$ cat src/rtl/uart_pkg.sv
// Shared UART definitions: receiver state encoding, default bit timing and data width.
package uart_pkg;

    localparam int DEFAULT_CLKS_PER_BIT = 625;
    localparam int DATA_W               = 8;

    typedef enum logic [1:0] {
        IDLE,
        START,
        DATA,
        STOP
    } rx_state_e;

endpackage

$ cat src/rtl/sync_fifo.sv
// Single-clock first-word-fall-through FIFO; a write into a full FIFO is dropped
// unless a read retires the head in the same cycle.
module sync_fifo #(
    parameter int WIDTH = 8,
    parameter int DEPTH = 8
) (
    input  logic                     CLK,
    input  logic                     RST_N,
    input  logic                     wr_en,
    input  logic [WIDTH-1:0]         wr_data,
    input  logic                     rd_en,
    output logic [WIDTH-1:0]         rd_data,
    output logic                     empty,
    output logic [$clog2(DEPTH):0]   count,
    output logic                     drop
);

    localparam int PTR_W = $clog2(DEPTH);

    logic [WIDTH-1:0] mem [DEPTH];
    logic [PTR_W-1:0] wr_ptr;
    logic [PTR_W-1:0] rd_ptr;
    logic             full;
    logic             rd_ok;
    logic             wr_ok;

    assign empty = (count == '0);
    assign full  = (count == (PTR_W + 1)'(DEPTH));
    assign rd_ok = rd_en && !empty;
    assign wr_ok = wr_en && (!full || rd_ok);
    assign drop  = wr_en && !wr_ok;

    // Head is forced to zero while empty so the output is defined out of reset.
    assign rd_data = empty ? '0 : mem[rd_ptr];

    // NOTE: storage has no reset; every entry is written before it can be read,
    // and leaving it out keeps the array mappable onto plain RAM/flops without reset.
    always_ff @(posedge CLK) begin
        if (wr_ok) begin
            mem[wr_ptr] <= wr_data;
        end
    end

    // NOTE: sequential state uses non-blocking (<=) so every flop samples the
    // pre-edge values and simulation order between processes cannot matter.
    always_ff @(posedge CLK or negedge RST_N) begin
        if (!RST_N) begin
            wr_ptr <= '0;
            rd_ptr <= '0;
            count  <= '0;
        end else begin
            if (wr_ok) begin
                wr_ptr <= wr_ptr + PTR_W'(1);
            end
            if (rd_ok) begin
                rd_ptr <= rd_ptr + PTR_W'(1);
            end
            case ({wr_ok, rd_ok})
                2'b10:   count <= count + 1'b1;
                2'b01:   count <= count - 1'b1;
                default: count <= count;
            endcase
        end
    end

endmodule

$ cat src/rtl/uart_rx_fifo.sv
// 8N1 UART receiver with mid-bit sampling feeding a receive FIFO with a
// valid/ready consumer port, plus framing-error and overrun pulses.
module uart_rx_fifo
    import uart_pkg::*;
#(
    parameter int CLKS_PER_BIT = DEFAULT_CLKS_PER_BIT,
    parameter int FIFO_DEPTH   = 8
) (
    input  logic                          CLK,
    input  logic                          RST_N,
    input  logic                          RX,
    output logic [DATA_W-1:0]             M_DATA,
    output logic                          M_VALID,
    input  logic                          M_READY,
    output logic [$clog2(FIFO_DEPTH):0]   COUNT,
    output logic                          FRAME_ERR,
    output logic                          OVERRUN
);

    localparam int              CNT_W     = $clog2(CLKS_PER_BIT);
    localparam logic [CNT_W-1:0] BIT_LOAD  = CNT_W'(CLKS_PER_BIT - 1);
    localparam logic [CNT_W-1:0] HALF_LOAD = CNT_W'(CLKS_PER_BIT / 2 - 1);

    logic              rx_meta;
    logic              rx_sync;
    logic [1:0]        sync_ok;
    rx_state_e         state,   state_next;
    logic [CNT_W-1:0]  cnt,     cnt_next;
    logic [2:0]        bit_idx, bit_idx_next;
    logic [DATA_W-1:0] shift,   shift_next;
    logic              armed,   armed_next;
    logic              push;
    logic              frame_err_next;
    logic              pop;
    logic              fifo_empty;
    logic              fifo_drop;

    // sync_ok marks when the synchronizer holds line data rather than its reset value.
    always_ff @(posedge CLK or negedge RST_N) begin
        if (!RST_N) begin
            rx_meta <= 1'b1;
            rx_sync <= 1'b1;
            sync_ok <= 2'b00;
        end else begin
            rx_meta <= RX;
            rx_sync <= rx_meta;
            sync_ok <= {sync_ok[0], 1'b1};
        end
    end

    always_ff @(posedge CLK or negedge RST_N) begin
        if (!RST_N) begin
            state     <= IDLE;
            cnt       <= '0;
            bit_idx   <= '0;
            shift     <= '0;
            armed     <= 1'b0;
            FRAME_ERR <= 1'b0;
            OVERRUN   <= 1'b0;
        end else begin
            state     <= state_next;
            cnt       <= cnt_next;
            bit_idx   <= bit_idx_next;
            shift     <= shift_next;
            armed     <= armed_next;
            FRAME_ERR <= frame_err_next;
            OVERRUN   <= fifo_drop;
        end
    end

    // NOTE: every output of this block is given a default before the case, so no
    // path leaves a signal unassigned and no latch is inferred.
    always_comb begin
        state_next     = state;
        cnt_next       = cnt;
        bit_idx_next   = bit_idx;
        shift_next     = shift;
        armed_next     = armed;
        push           = 1'b0;
        frame_err_next = 1'b0;

        unique case (state)
            // A start needs a real high-to-low transition, so a line that is
            // already low after reset or after a bad stop bit is ignored.
            IDLE: begin
                if (armed && !rx_sync) begin
                    cnt_next   = HALF_LOAD;
                    armed_next = 1'b0;
                    state_next = START;
                end else if (rx_sync && sync_ok[1]) begin
                    armed_next = 1'b1;
                end
            end
            START: begin
                if (cnt != '0) begin
                    cnt_next = cnt - 1'b1;
                end else if (!rx_sync) begin
                    cnt_next     = BIT_LOAD;
                    bit_idx_next = '0;
                    state_next   = DATA;
                end else begin
                    frame_err_next = 1'b1;
                    state_next     = IDLE;
                end
            end
            DATA: begin
                if (cnt != '0) begin
                    cnt_next = cnt - 1'b1;
                end else begin
                    shift_next   = {rx_sync, shift[DATA_W-1:1]};
                    bit_idx_next = bit_idx + 3'd1;
                    cnt_next     = BIT_LOAD;
                    if (bit_idx == 3'd7) begin
                        state_next = STOP;
                    end
                end
            end
            STOP: begin
                if (cnt != '0) begin
                    cnt_next = cnt - 1'b1;
                end else begin
                    if (rx_sync) begin
                        push = 1'b1;
                    end else begin
                        frame_err_next = 1'b1;
                    end
                    state_next = IDLE;
                end
            end
            default: state_next = IDLE;
        endcase
    end

    assign pop     = M_VALID && M_READY;
    assign M_VALID = !fifo_empty;

    sync_fifo #(
        .WIDTH (DATA_W),
        .DEPTH (FIFO_DEPTH)
    ) u_fifo (
        .CLK     (CLK),
        .RST_N   (RST_N),
        .wr_en   (push),
        .wr_data (shift),
        .rd_en   (pop),
        .rd_data (M_DATA),
        .empty   (fifo_empty),
        .count   (COUNT),
        .drop    (fifo_drop)
    );

endmodule

$ cat config.mk
export PLATFORM = sky130hd
export DESIGN_NAME = uart_rx_fifo
export DESIGN_NICKNAME = d
export VERILOG_FILES = /design/src/rtl/uart_pkg.sv /design/src/rtl/sync_fifo.sv /design/src/rtl/uart_rx_fifo.sv
export SDC_FILE = /design/constraint.sdc
export NUM_CORES = 1
export LEC_CHECK = 0
export ABC_AREA = 1
export CAP_MARGIN = 25
export CORE_ASPECT_RATIO = 1.25
export CORE_MARGIN = 10
export CORE_UTILIZATION = 58
export CTS_BUF_LIST = sky130_fd_sc_hd__clkbuf_4 sky130_fd_sc_hd__clkbuf_8 sky130_fd_sc_hd__clkbuf_16
export CTS_CLUSTER_DIAMETER = 30
export DETAILED_ROUTE_END_ITERATION = 8
export HOLD_SLACK_MARGIN = 0.08
export PLACE_DENSITY = 0.73
export SLEW_MARGIN = 20
export SYNTH_ARGS = -nofsm -noshare
export SYNTH_HDL_FRONTEND = slang
export SYNTH_SLANG_ARGS = --single-unit
export TNS_END_PERCENT = 20
$ cat constraint.sdc
create_clock -name CLK -period 7.1 [get_ports CLK]
set_input_delay 1.775 -clock CLK [delete_from_list [all_inputs] [get_ports CLK]]
set_output_delay 1.775 -clock CLK [all_outputs]
set_load 0.005 [all_outputs]
==> tab_implementation.tex, run 1 <==
\begin{tabular}{lr}
\hline
Metric & Value \\
\hline
\multicolumn{2}{l}{\textbf{Setup path}} \\
\quad Critical path depth & 6 \\
\quad Gate family responsible for the most delay along the worst path & buffers and inverters \\
\quad Crit-path most repeated cell & sky130\_fd\_sc\_hd\_\_o21ai\_0 \\
\quad Critical Path Max Stage Delay & 1.02 ns \\
\quad Cell at the slowest stage of the critical path & sky130\_fd\_sc\_hd\_\_dfrtp\_1 \\
\quad Launching point of the worst reg2reg path & cnt[0] \\
\quad Path type of the worst setup path & reg2out \\
\quad Worst r2r path cells & 10 \\
\quad Worst-path cell chain & inv\_1 -> o21ai\_0 -> o22ai\_1 -> o21ai\_0 -> a31oi\_1 -> clkdlybuf4s50\_1 \\
\quad Startpoint of the worst setup timing path & u\_fifo.rd\_ptr[0] \\
\quad Worst-path maximum fanout & 34 \\
\quad Critical path endpoint category & primary output \\
\quad Required time of the worst setup path & 5.33 ns \\
\quad Critical path startpoint category & register \\
\quad Worst path buffer plus inverter count & 2 \\
\quad Data arrival, critical path & around 3.3 ns \\
\multicolumn{2}{l}{\textbf{Synthesis}} \\
\quad Portion of synthesized cell area occupied by the leading cell type & between 40\% and 50\% \\
\quad Share of flip-flops with an asynchronous set or reset after synthesis & 38.46\% \\
\quad Most frequent cells after synthesis & sky130\_fd\_sc\_hd\_\_nor2\_1, sky130\_fd\_sc\_hd\_\_edfxtp\_1, sky130\_fd\_sc\_hd\_\_nand2\_1, sky130\_fd\_sc\_hd\_\_o21ai\_0, sky130\_fd\_sc\_hd\_\_inv\_1 \\
\quad Area contributors post-synth & sky130\_fd\_sc\_hd\_\_edfxtp\_1, sky130\_fd\_sc\_hd\_\_dfrtp\_1, sky130\_fd\_sc\_hd\_\_o21ai\_0 \\
\quad Mean cell area of the mapped netlist & 10.48 µm² \\
\quad EDFF count, synth & 64 \\
\quad Warning count from the yosys run & 0 \\
\quad \#FFs+latches synth & 104 \\
\quad Most area-hungry cell type in the Yosys netlist & sky130\_fd\_sc\_hd\_\_edfxtp\_1 \\
\quad Part of the Yosys area used for sequential elements & approximately 63\% \\
\quad Post-synthesis instance area & 4611 µm² \\
\quad Most instantiated library cell after synthesis & sky130\_fd\_sc\_hd\_\_nor2\_1 \\
\quad Number of different library cells in the post-synthesis netlist & 31 \\
\quad Cells after Synth & 440 \\
\quad Post-synth top flop & sky130\_fd\_sc\_hd\_\_edfxtp\_1 \\
\quad Net count after synthesis & 458 \\
\multicolumn{2}{l}{\textbf{STA}} \\
\quad Post-route clock skew & $\sim$0.012 ns \\
\quad Final critical-path share of the clock period & a little under three quarters \\
\quad Final number of setup-violating endpoints & 0 \\
\quad Final number of hold-violating endpoints & 0 \\
\quad Transition time of the tightest slew-check pin & 0.9985 ns \\
\quad Final-report max-slew violation count & 0 \\
\quad Setup repair after global routing missed its margin & no \\
\quad Period minus WS final & 5.063 ns \\
\quad Slew margin rel. & 33.44\% \\
\quad Max Clk Rate & between 0.15 and 0.2 GHz \\
\quad Setup TNS & 0 ns \\
\multicolumn{2}{l}{\textbf{Job}} \\
\quad Maximum capacitance violations & 0 \\
\multicolumn{2}{l}{\textbf{Clocking}} \\
\quad CTS tree & yes \\
\quad Number of H-tree levels & 3 \\
\quad Total setup buffers inserted after CTS & 0 \\
\quad \# clock sinks & 104 \\
\quad Skew-Pair Late Insertion Delay & 0.36 ns \\
\quad Post-cts sizing count & 0 \\
\quad Worst-path clk slew & 0.10 ns \\
\quad Root buffer cell & sky130\_fd\_sc\_hd\_\_clkbuf\_8 \\
\quad Number of buffers on the longest clock path & 2 \\
\quad Cts bufs inserted & 9 \\
\quad Count of hold buffers inserted by post-cts repair & 0 \\
\multicolumn{2}{l}{\textbf{Final layout}} \\
\quad Antenna diode count & 0 \\
\quad Final-layout fill cell count & between 600 and 700 \\
\quad Share of final-layout standard cells stronger than drive strength 1 & 9.342\% \\
\quad Nets@finish & 484 \\
\quad Layout Area Growth over Synthesis & 10.91\% \\
\quad Area of all placed cells without fillers & 5114 µm² \\
\multicolumn{2}{l}{\textbf{Place}} \\
\quad Dpl hpwl & 6.113 mm \\
\quad Port Buffers & 18 \\
\quad Post-place instance area & 4925 µm² \\
\quad Routability congestion estimate from global placement & 0.8535 \\
\multicolumn{2}{l}{\textbf{Drt}} \\
\quad Vias per cell & 5.534 \\
\quad Top layer used by detailed routing & met4 \\
\quad Mean routed wirelength per cell & $\sim$16 µm \\
\quad Metal1 wirelength & 3.655 mm \\
\quad Number of detailed-routing iterations run before antenna repair & 5 \\
\quad Wire length on met3 & slightly above 400 µm \\
\quad Wirelength, routed & between 8 and 9 mm \\
\quad Via Count & 3132 \\
\quad DR DRC count & 0 \\
\quad Detail Route met2 WL & 4.680 mm \\
\quad Number of antenna-violating nets in the routed design & 0 \\
\quad DRC marker count from the first detailed-route iteration & 177 \\
\multicolumn{2}{l}{\textbf{Die}} \\
\quad DIE HEIGHT & 119.7 µm \\
\quad Starting density of the core & 59.17\% \\
\quad Core outline area & 7792 µm² \\
\quad I/O pin count & 19 \\
\quad Row Count & 36 \\
\quad Die W & 99.75 µm \\
\quad Die area & 11940 µm² \\
\multicolumn{2}{l}{\textbf{Min path}} \\
\quad Startpoint of the tightest hold check path & sync\_ok[0] \\
\quad Instance count along the most critical hold path & 0 \\
\quad Hold crit path type & reg2reg \\
\multicolumn{2}{l}{\textbf{Outcome}} \\
\quad Run status & finished, final reports clean \\
\multicolumn{2}{l}{\textbf{GRT}} \\
\quad Overflow left after global routing & 0 \\
\quad Number of global-route vias before repair & 3071 \\
\quad Number of antenna violations at the first check in global routing & 0 \\
\quad Global Route Usage Sum & 15.14\% \\
\quad First-pass GRT wire length & 14.57 mm \\
\quad Pin count of the biggest net entering global routing & 41 \\
\multicolumn{2}{l}{\textbf{Power and ir drop}} \\
\quad Maximum ir drop on the vdd rail & a little under 200 µV \\
\quad Leak & around 2.2 nW \\
\quad Power per Cell Area & 355.6 nW/µm² \\
\hline
\end{tabular}
==> state kept, by name, indices dropped and copies added (netlist names), named ones only <==
signal         cells
u_fifo.mem        64
cnt               10
shift              8
u_fifo.count       4
bit_idx            3
u_fifo.rd_ptr      3
u_fifo.wr_ptr      3
sync_ok            2
FRAME_ERR          1
OVERRUN            1
armed              1
rx_meta            1
rx_sync            1
state              1
==> layout make-up <==
class                           count  area (µm²)  share of cell area, %
Clock buffer                       10       137.6                  2.691
Clock inverter                      6       51.30                  1.003
Timing Repair Buffer               24       220.2                  4.306
Tap cell                           95       118.9                  2.324
Multi-Input combinational cell    281        1488                  29.09
Inverter                           46       172.7                  3.377
Sequential cell                   104        2925                  57.21
==> through the flow <==
step	instances	power [W]	worst slack (ns)	util, %	hold slack [ns]
after floorplan	440	0.001245	3.908	-	0.3312
after global placement	550	0.001464	2.563	63.13	0.3328
after detailed placement	550	0.001493	2.443	63.20	0.3371
after CTS	566	0.001834	2.050	65.62	0.3601
after global routing	566	0.001965	1.672	65.62	0.3682
final	566	0.001819	2.037	65.62	0.3560
==> placed cells by master (no fill, tap or decap), drive strengths merged, types with 2 or more instances in the layout <==
cell,instances
nor2,72
nand2,68
edfxtp,64
o21ai,59
inv,49
dfrtp,38
clkdlybuf4s50,17
ha,13
nand3,13
nor3,11
clkbuf,10
a31oi,9
a21oi,9
o22ai,8
xor2,8
buf,7
a22oi,3
nand4,3
clkinv,3
xnor2,2
dfstp,2
==> power breakdown <==
group / switching, W / internal (W)
combinational: 0.000395 / 0.000302
sequential: 0.0000846 / 0.000691
clock: 0.000203 / 0.000143
total: 0.000682 / 0.00114
==> per-layer routing <==
metal  vias up  global-route usage (%)
met2        79                   26.34
met4         0                   6.732
met1      1501                   18.15
met3        12                   2.009
met5         -                       0
li1       1540                       -
==> path summary, 6_finish.rpt <==
path	to	slack, ns
max	M_DATA[2]	2.04
max reg2reg	u_fifo.mem[7][3]	4.61
max in group asynchronous	u_fifo.wr_ptr[2]	5.00
min in group asynchronous	cnt[0]	1.53
min	sync_ok[1]	0.36
min reg2reg	sync_ok[1]	0.36
==> worst register-to-register path, delay by kind of cell (launching register included) <==
kind	cells	cell delay [ns]
buffers and inverters	3	0.28
AND/OR/NAND/NOR	6	1.31
flip-flops	1	0.37
adder cells (fa/ha/maj)	1	0.16
==> logic make-up after synthesis <==
family                   after synthesis  share of synthesized area (%)
AO/OA/AOI/OAI                         89                          10.42
XOR/XNOR                              10                          1.900
adder cells (fa/ha/maj)               14                          3.962
buffers and inverters                 55                          4.505
flip-flops                           104                          63.45
other                                  1                        0.08133
AND/OR/NAND/NOR                      167                          15.69
Note: power is estimated with default switching activity, not from simulation.
==> inputs of run 2 (changes only) <==
clock period = 4.9 ns   (was 7.1 ns; I/O delays follow)
==> run 2 against run 1 <==
Compared with the run above:
- sequential power up 40%
- non-clock buffer count up 1
- routed wire length up 2.9%
- clock skew down 0.0040 ns
- clock power up 68%
- power up 51%
- clock-buffer cell count unchanged
- first-iteration DRC count up 20%
- die area unchanged
- utilization up 0.45 points
- flip-flop and latch count unchanged
- critical endpoint is now M_DATA[4]
- largest power group unchanged
- highest routed layer unchanged
==> tab_implementation.tex, run 2 (same netlist as run 1, synthesis figures left out) <==
\begin{tabular}{lr}
\hline
Metric & Value \\
\hline
\multicolumn{2}{l}{\textbf{Outcome}} \\
\quad Run status & finished, final reports clean \\
\multicolumn{2}{l}{\textbf{Die}} \\
\quad I/O pin count & 19 \\
\quad Starting density of the core & 59.17\% \\
\quad Die W & 99.75 µm \\
\quad Row Count & 36 \\
\quad Die area & approximately 12000 µm² \\
\quad Core outline area & 7792 µm² \\
\quad DIE HEIGHT & 119.7 µm \\
\multicolumn{2}{l}{\textbf{Drt}} \\
\quad Number of antenna-violating nets in the routed design & 0 \\
\quad Top layer used by detailed routing & met4 \\
\quad Vias per cell & 5.511 \\
\quad Metal1 wirelength & 3.862 mm \\
\quad Mean routed wirelength per cell & 16.09 µm \\
\quad Detail Route met2 WL & 4.713 mm \\
\quad Via Count & 3125 \\
\quad Wirelength, routed & 9.124 mm \\
\quad Wire length on met3 & 336 µm \\
\quad DR DRC count & 0 \\
\quad Number of detailed-routing iterations run before antenna repair & 5 \\
\quad DRC marker count from the first detailed-route iteration & 212 \\
\multicolumn{2}{l}{\textbf{GRT}} \\
\quad Overflow left after global routing & 0 \\
\quad Global Route Usage Sum & 15.94\% \\
\quad Number of antenna violations at the first check in global routing & 0 \\
\quad First-pass GRT wire length & 15.23 mm \\
\quad Pin count of the biggest net entering global routing & 41 \\
\quad Number of global-route vias before repair & 3079 \\
\multicolumn{2}{l}{\textbf{Final layout}} \\
\quad Layout Area Growth over Synthesis & 11.67\% \\
\quad Antenna diode count & 0 \\
\quad Multi-input logic area & 1488 µm² \\
\quad Sequential cell area in the final layout & 2925 µm² \\
\quad Share of final-layout standard cells stronger than drive strength 1 & around 9.1\% \\
\quad Max reg flops & 64 \\
\quad Leading registers by flop count & u\_fifo.mem (64), cnt (10), shift (8) \\
\quad Largest reg by FF count & u\_fifo.mem \\
\quad Most common cell after layout, fill and taps aside & sky130\_fd\_sc\_hd\_\_nor2\_1 \\
\quad Nets@finish & between 400 and 500 \\
\quad Commonest cells after routing, fill and taps aside & sky130\_fd\_sc\_hd\_\_nor2\_1, sky130\_fd\_sc\_hd\_\_edfxtp\_1, sky130\_fd\_sc\_hd\_\_nand2\_1 \\
\quad Final-layout fill cell count & roughly 620 \\
\quad Area of all placed cells without fillers & approximately 5100 µm² \\
\multicolumn{2}{l}{\textbf{STA}} \\
\quad Post-route clock skew & 0.008384 ns \\
\quad Final critical-path share of the clock period & about 80\% \\
\quad Period minus WS final & 3.919 ns \\
\quad Final number of hold-violating endpoints & 0 \\
\quad Final number of setup-violating endpoints & 0 \\
\quad Final-report max-slew violation count & 0 \\
\quad Setup TNS & 0 ns \\
\quad Transition time of the tightest slew-check pin & around 0.92 ns \\
\quad Setup repair after global routing missed its margin & no \\
\quad Max Clk Rate & 0.2552 GHz \\
\quad Slew margin rel. & about two fifths \\
\multicolumn{2}{l}{\textbf{Power and ir drop}} \\
\quad Net load switching power & 0.0009942 W \\
\quad Internal portion of total power & 0.001747 W \\
\quad Relative contribution of combinational cells to total power & 39.0\% \\
\quad Switching Share & 36.27\% \\
\quad Power per Cell Area & 532.5 nW/µm² \\
\quad Maximum ir drop on the vdd rail & 295.8 µV \\
\quad Clock network fraction of design power & 21.2\% \\
\quad Share of power burned in registers & 39.8\% \\
\quad Leak & approximately 2.2 nW \\
\multicolumn{2}{l}{\textbf{Setup path}} \\
\quad Worst-path maximum fanout & 18 \\
\quad Required time of the worst setup path & $\sim$3.7 ns \\
\quad Data arrival, critical path & 2.69 ns \\
\quad Critical path startpoint category & register \\
\quad Path type of the worst setup path & reg2out \\
\quad Critical path endpoint category & primary output \\
\multicolumn{2}{l}{\textbf{Clocking}} \\
\quad Total setup buffers inserted after CTS & 0 \\
\quad Number of H-tree levels & 3 \\
\quad Number of buffers on the longest clock path & 2 \\
\quad Post-cts sizing count & 0 \\
\quad Worst-path clk slew & 0.09 ns \\
\quad Count of hold buffers inserted by post-cts repair & 0 \\
\quad Cts bufs inserted & 9 \\
\quad Root buffer cell & sky130\_fd\_sc\_hd\_\_clkbuf\_8 \\
\quad CTS tree & yes \\
\quad Skew-Pair Late Insertion Delay & 0.37 ns \\
\quad \# clock sinks & around 100 \\
\multicolumn{2}{l}{\textbf{Min path}} \\
\quad Hold crit path type & reg2reg \\
\multicolumn{2}{l}{\textbf{Place}} \\
\quad Dpl hpwl & between 6 and 7 mm \\
\quad Port Buffers & 18 \\
\quad Post-place instance area & approximately 5000 µm² \\
\quad Routability congestion estimate from global placement & around 0.87 \\
\multicolumn{2}{l}{\textbf{Job}} \\
\quad Maximum capacitance violations & 0 \\
\hline
\end{tabular}
==> run 2: worst max-delay path: stages, from the launching register on <==
cell and delay [ns]:
sky130_fd_sc_hd__dfrtp_1 0.75, sky130_fd_sc_hd__inv_1 0.47, sky130_fd_sc_hd__nor2_1 0.19, sky130_fd_sc_hd__o21ai_0 0.14
sky130_fd_sc_hd__a31oi_1 0.25, sky130_fd_sc_hd__clkdlybuf4s50_1 0.54
==> run 2: layout make-up <==
cell class | count | area share (%)
clock buffer | 10 | 2.673
sequential | 104 | 56.82
inverter | 46 | 3.354
tap | 95 | 2.309
clock inverter | 6 | 1.580
timing repair buffer | 25 | 4.374
multi-input combinational | 281 | 28.89
==> run 2: power groups by stage <==
stage | clock (W) | sequential [W] | combinational (W)
2_1_floorplan | 0 | 0.00108 | 0.000722
3_3_place_gp | 0 | 0.00110 | 0.00103
3_5_place_dp | 0 | 0.00111 | 0.00108
4_1_cts | 0.000588 | 0.00109 | 0.00108
5_1_grt | 0.000623 | 0.00110 | 0.00123
6_report | 0.000580 | 0.00109 | 0.00107
==> run 2: routing by layer <==
metal / up-vias / global-route usage, %
met2: 70 / 26.66
met5: - / 0
met1: 1497 / 19.48
met4: 0 / 6.912
li1: 1543 / -
met3: 15 / 3.157
==> run 2: per-stage QoR <==
step                      worst slack [ns]  std cells  utilization, %  hold WS (ns)  power [W]
after floorplan                      2.258        440               -        0.3312   0.001806
after global placement               1.421        550           63.13        0.3320   0.002133
after detailed placement             1.389        551           63.20        0.3364   0.002184
after CTS                           0.9795        567           66.01        0.3577   0.002757
after global routing                0.7249        567           66.07        0.3688   0.002955
final                               0.9808        567           66.07        0.3534   0.002742
==> run 2: worst paths after layout <==
check                                  from                to  slack (ns)  cells after the start
hold reg to reg                  sync_ok[0]        sync_ok[1]        0.35                      0
max in group asynchronous             RST_N        bit_idx[2]        3.36                      1
min in group asynchronous             RST_N            cnt[1]        0.97                      1
hold / removal                   sync_ok[0]        sync_ok[1]        0.35                      0
setup / recovery           u_fifo.rd_ptr[1]         M_DATA[4]        0.98                      5
setup reg to reg                     cnt[0]  u_fifo.mem[2][5]        2.32                     11
